File: src/rtl/addsub_pkg.sv
// Shared encodings for the bit-serial adder/subtractor: operation modes,
// controller states and the signed-overflow rule.
package addsub_pkg;

    localparam logic MODE_ADD = 1'b0;
    localparam logic MODE_SUB = 1'b1;

    typedef enum logic [1:0] {
        ST_IDLE = 2'd0,
        ST_RUN  = 2'd1,
        ST_DONE = 2'd2
    } state_t;

    // Two's-complement overflow from the operand and result sign bits.
    function automatic logic signed_ovf(input logic mode, input logic a_msb,
                                        input logic b_msb, input logic r_msb);
        logic sign_cond;
        sign_cond = (mode == MODE_SUB) ? (a_msb != b_msb) : (a_msb == b_msb);
        return sign_cond && (r_msb != a_msb);
    endfunction

endpackage

File: src/rtl/fas_cell.sv
// One-bit full adder / full subtractor; mode selects x+y+cin or x-y-bin.
module fas_cell
    import addsub_pkg::*;
(
    input  logic x,
    input  logic y,
    input  logic cin,
    input  logic mode,
    output logic s,
    output logic cout
);

    // The sum/difference bit is identical; only the carry/borrow term differs.
    assign s    = x ^ y ^ cin;
    assign cout = (mode == MODE_SUB) ? ((~x & y) | (~(x ^ y) & cin))
                                     : ((x & y)  | ((x ^ y) & cin));

endmodule

File: src/rtl/serial_addsub.sv
// Bit-serial add/subtract: latches operands on start, processes one bit per
// cycle LSB first, and presents registered result/cout/ovf with a done pulse.
module serial_addsub
    import addsub_pkg::*;
#(
    parameter int WIDTH = 8
) (
    input  logic             clk,
    input  logic             rst_n,
    input  logic             start,
    input  logic             mode,
    input  logic [WIDTH-1:0] a,
    input  logic [WIDTH-1:0] b,
    output logic             busy,
    output logic             done,
    output logic [WIDTH-1:0] result,
    output logic             cout,
    output logic             ovf
);

    localparam int CW = $clog2(WIDTH) + 1;
    localparam int IW = $clog2(WIDTH);
    localparam logic [CW-1:0] LAST = CW'(WIDTH - 1);

    state_t           state, state_nx;
    logic             load, step, last;
    logic [WIDTH-1:0] a_r, b_r;
    logic             mode_r;
    logic             carry;
    logic [CW-1:0]    cnt;
    logic [WIDTH-2:0] sreg;
    logic [WIDTH-1:0] shifted;
    logic             cell_s, cell_cout;

    fas_cell u_cell (
        .x    (a_r[cnt[IW-1:0]]),
        .y    (b_r[cnt[IW-1:0]]),
        .cin  (carry),
        .mode (mode_r),
        .s    (cell_s),
        .cout (cell_cout)
    );

    // New bit enters at the MSB end; after WIDTH steps bit 0 sits at [0].
    assign shifted = {cell_s, sreg};

    // NOTE: every signal written here gets a default first so no latch is inferred.
    always_comb begin
        state_nx = state;
        load     = 1'b0;
        step     = 1'b0;
        last     = (cnt == LAST);
        unique case (state)
            ST_IDLE: begin
                if (start) begin
                    load     = 1'b1;
                    state_nx = ST_RUN;
                end
            end
            ST_RUN: begin
                step = 1'b1;
                if (last) state_nx = ST_DONE;
            end
            ST_DONE: begin
                load     = start;
                state_nx = start ? ST_RUN : ST_IDLE;
            end
            default: state_nx = ST_IDLE;
        endcase
    end

    // NOTE: sequential state uses non-blocking assignments so all flops update together.
    always_ff @(posedge clk) begin
        if (!rst_n) state <= ST_IDLE;
        else        state <= state_nx;
    end

    always_ff @(posedge clk) begin
        if (!rst_n) begin
            a_r    <= '0;
            b_r    <= '0;
            mode_r <= MODE_ADD;
            carry  <= 1'b0;
            cnt    <= '0;
            sreg   <= '0;
            busy   <= 1'b0;
            done   <= 1'b0;
            result <= '0;
            cout   <= 1'b0;
            ovf    <= 1'b0;
        end else begin
            busy <= (state_nx == ST_RUN);
            done <= step && last;
            if (load) begin
                a_r    <= a;
                b_r    <= b;
                mode_r <= mode;
                carry  <= 1'b0;
                cnt    <= '0;
            end else if (step) begin
                carry <= cell_cout;
                sreg  <= shifted[WIDTH-1:1];
                if (last) begin
                    result <= shifted;
                    cout   <= cell_cout;
                    ovf    <= signed_ovf(mode_r, a_r[WIDTH-1], b_r[WIDTH-1], cell_s);
                end else begin
                    cnt <= cnt + 1'b1;
                end
            end
        end
    end

endmodule

File: config.mk
export PLATFORM = sky130hd
export DESIGN_NAME = serial_addsub
export DESIGN_NICKNAME = d
export VERILOG_FILES = /design/src/rtl/addsub_pkg.sv /design/src/rtl/fas_cell.sv /design/src/rtl/serial_addsub.sv
export SDC_FILE = /design/constraint.sdc
export NUM_CORES = 1
export LEC_CHECK = 0
export BUFFER_PORTS_ARGS = -buffer_cell sky130_fd_sc_hd__buf_2
export CAP_MARGIN = 20
export CORE_AREA = 10 10 71 133
export CTS_CLUSTER_DIAMETER = 60
export CTS_CLUSTER_SIZE = 24
export DETAILED_ROUTE_END_ITERATION = 7
export DIE_AREA = 0 0 81 143
export PLACE_DENSITY = 0.51
export SYNTH_ARGS = -nofsm -noshare
export SYNTH_HDL_FRONTEND = slang
export SYNTH_SLANG_ARGS = --single-unit
File: constraint.sdc
create_clock -name clk -period 3.05 [get_ports clk]
set_input_delay 0.61 -clock clk [delete_from_list [all_inputs] [get_ports clk]]
set_output_delay 0.61 -clock clk [all_outputs]
set_load 0.005 [all_outputs]
==> reports/results.tsv <==
stage	metric	value	unit
outcome	status	finished clean	
setup_path	critical path launch point type	flop	
floorplanning	I/O pins	32	
clock_network	number of buffers created by CTS	5	
detailed_routing	DR WL met3	216	µm
timing	fmax	399	MHz
logic_synthesis	top-area cell type share of the netlist area	48.2	%
placement	Placer Congestion	0.789	
timing	Worst-Margin Slew	0.728	ns
logic_synthesis	Seq/Total Area, Yosys	48.2	%
min_path	WHS Path Cells	2	
min_path	Hold Crit Start	a_r[0]	
pwr	Leak	0.000838	µW
logic_synthesis	Cells after Synth	206	
clock_network	root buffer cell	clkbuf_16	
pwr	Power Dens Cells	576	mW/mm²
setup_path	slowest stage delay, CP	0.58	ns
cells_and_area	ANT cells	0	
flow_run	# Max-Cap Violations	0	
clock_network	Worst-path clk slew	0.06	ns
logic_synthesis	Main synth FF type	dfxtp_1	
detailed_routing	DRT Wirelength	4.44	mm
logic_synthesis	Mapped Avg Cell Area	8.67	µm²
clock_network	CTS tree	done	
detailed_routing	DR vias	1453	
clock_network	CTS Hold Bufs	0	
logic_synthesis	Synth Register Bits	43	
setup_path	arrival time worst endpoint	2.70	ns
global_routing	antenna violations before repair	0	
logic_synthesis	synth top area cells	dfxtp_1, nand2_1, a21oi_1, mux4_2, o21ai_0	
global_routing	Congestion Overflow GR	0	
logic_synthesis	Synth area leader	dfxtp_1	
timing	Hold Violations, Final	0	
detailed_routing	# DRC	0	
timing	slew margin rel.	51.3	%
clock_network	H-tree levels	2	
placement	dpl hpwl	3.44	mm
detailed_routing	DRT Pass-1 Iters	4	
timing	RSZ-0062 raised after global routing	no	
clock_network	worst-skew pair later-pin latency	0.28	ns
setup_path	FF-to-FF End	ovf	
global_routing	Total GRT Usage	8.24	%
timing	WHS	0.457	ns
clock_network	CTS max path bufs	2	
setup_path	WP data required	3.24	ns
cells_and_area	Area growth syn-to-layout	20.9	%
logic_synthesis	synthesized net count	229	
floorplanning	die area	0.0116	mm²
setup_path	CP Max Fanout	8	
timing	Final min period	2.50	ns
floorplanning	core area	0.00727	mm²
timing	Final setup viols	0	
min_path	hold-critical path endpoint	a_r[0]	
timing	Setup TNS	0	ns
detailed_routing	WL per Instance	13.7	µm
clock_network	Sink Count	43	
pwr	VDD IR max	0.365	mV
logic_synthesis	Async SR Flop Fraction	0	%
floorplanning	die width	81	µm
floorplanning	Die Span Y	143	µm
logic_synthesis	Post-synth top cells	nand2_1, dfxtp_1, a21oi_1	
detailed_routing	Starting DRT DRC Count	71	
logic_synthesis	synthesized area	0.00179	mm²
cells_and_area	fillers	825	
global_routing	vias in the first global route	1498	
detailed_routing	Max Used Layer	met4	
floorplanning	Initial Utilization	24.6	%
logic_synthesis	Cell variety after synth	32	
clock_network	post-CTS setup buffer count	0	
setup_path	CP max stage cell	fa_1	
setup_path	R2R depth	6	
detailed_routing	DR vias/cell	4.48	
logic_synthesis	number of synthesized flops with an enable pin	0	
cells_and_area	nets@finish	254	
detailed_routing	met2 wire length	2.38	mm
detailed_routing	DRT met1 WL	1.63	mm
clock_network	number of gates resized after cts	0	
placement	Port Buf Inserts	31	
setup_path	Crit. End Element	flop	
global_routing	largest net degree at the start of global routing	24	
min_path	worst min path class	flop to flop	
floorplanning	# rows	44	
timing	Slew Viols, Final	0	
setup_path	flop-to-flop setup slack	0.55	ns
cells_and_area	layout cells sized above 1	19.8	%
setup_path	r2r startpoint	cnt[0]	
logic_synthesis	cell with the most instances after synthesis	nand2_1	
global_routing	first-pass GRT wire length	7.33	mm
detailed_routing	Final ANT Viol Nets	0	
logic_synthesis	Synth Warn #	0	
setup_path	crit path cell chain	mux4_2, mux2_2, fa_1, nor2b_1, mux2i_1, a311oi_1	
setup_path	CP Class	flop to flop	
timing	period utilization	82.1	%
timing	Clock Skew	0.00192	ns
==> layer usage <==
layer / up-vias / global-route usage [%]
met2: 37 / 14.3
met1: 656 / 7.76
li1: 747 / -
met4: 0 / 6.14
met5: - / 0
met3: 13 / 2.58
==> where the power goes <==
group / internal, µW / leakage, µW / total, µW / switching [µW]
logic: 41.0 / 0.000411 / 94.6 / 53.7
registers: 581 / 0.000350 / 597 / 15.8
clock network: 348 / 0.0000772 / 553 / 204
==> worst max path at each step <==
stage | slack (ns) | start | cells after the start | end
2_1_floorplan | 0.69 | cnt[0] | 7 | ovf
3_3_place_gp | 0.60 | cnt[0] | 6 | ovf
3_5_place_dp | 0.54 | cnt[0] | 6 | ovf
4_1_cts | 0.53 | cnt[0] | 6 | ovf
5_1_grt | 0.40 | cnt[0] | 6 | ovf
6_report | 0.55 | cnt[0] | 6 | ovf
==> stage by stage <==
stage | setup WS [ns] | std cells | total power, µW | area (µm²) | utilization, %
3_3_place_gp | 0.600 | 316 | 705 | 2000 | 27.6
6_report | 0.547 | 324 | 1240 | 2160 | 29.7
3_5_place_dp | 0.537 | 316 | 707 | 2000 | 27.6
4_1_cts | 0.527 | 324 | 1270 | 2160 | 29.7
2_1_floorplan | 0.694 | 206 | 671 | 1790 | -
5_1_grt | 0.399 | 324 | 1300 | 2160 | 29.7
==> state kept, by name (all words and copies together), names as in the netlist, 2 cells and up <==
register	flops
b_r	8
result	8
cnt	4
a_r	8
sreg	7
state	2
==> critical path, delay by kind of cell, from the launching register on <==
kind / cells / cell delay, ns
simple gates: 1 / 0.14
flops: 1 / 0.52
compound gates: 1 / 0.25
mux: 3 / 0.93
fa+ha+maj: 1 / 0.58
==> kinds of logic after synthesis <==
logic type                 Yosys count  share of synthesized area (%)
and+or+nand+nor                     80                           20.8
AOI/OAI and AO/OA                   52                           15.5
DFF                                 43                           48.2
buffers and inverters               19                           4.69
muxes                                8                           7.35
adders and majority gates            3                           2.94
xor gates and xnor gates             1                          0.490
==> layout make-up <==
| class | count | area, µm² | share of cell area (%) |
|---|---|---|---|
| Clock buffer | 8 | 156 | 7.24 |
| Inverter | 4 | 15.0 | 0.695 |
| Multi-Input combinational cell | 144 | 842 | 39.0 |
| Sequential cell | 43 | 861 | 39.9 |
| Tap cell | 92 | 115 | 5.33 |
| Timing Repair Buffer | 33 | 170 | 7.88 |
==> layout by cell type (no fill, tap or decap), types with 3 or more instances in the layout <==
cell type  instances
a21oi_1           36
buf_2             31
clkbuf_16          5
dfxtp_1           43
inv_1              3
mux2i_1            3
mux4_2             4
nand2_1           50
nand3_1            9
nor2b_1            5
nor3_1             3
o21ai_0           12
No activity file was read; power rests on OpenSTA's default activity.
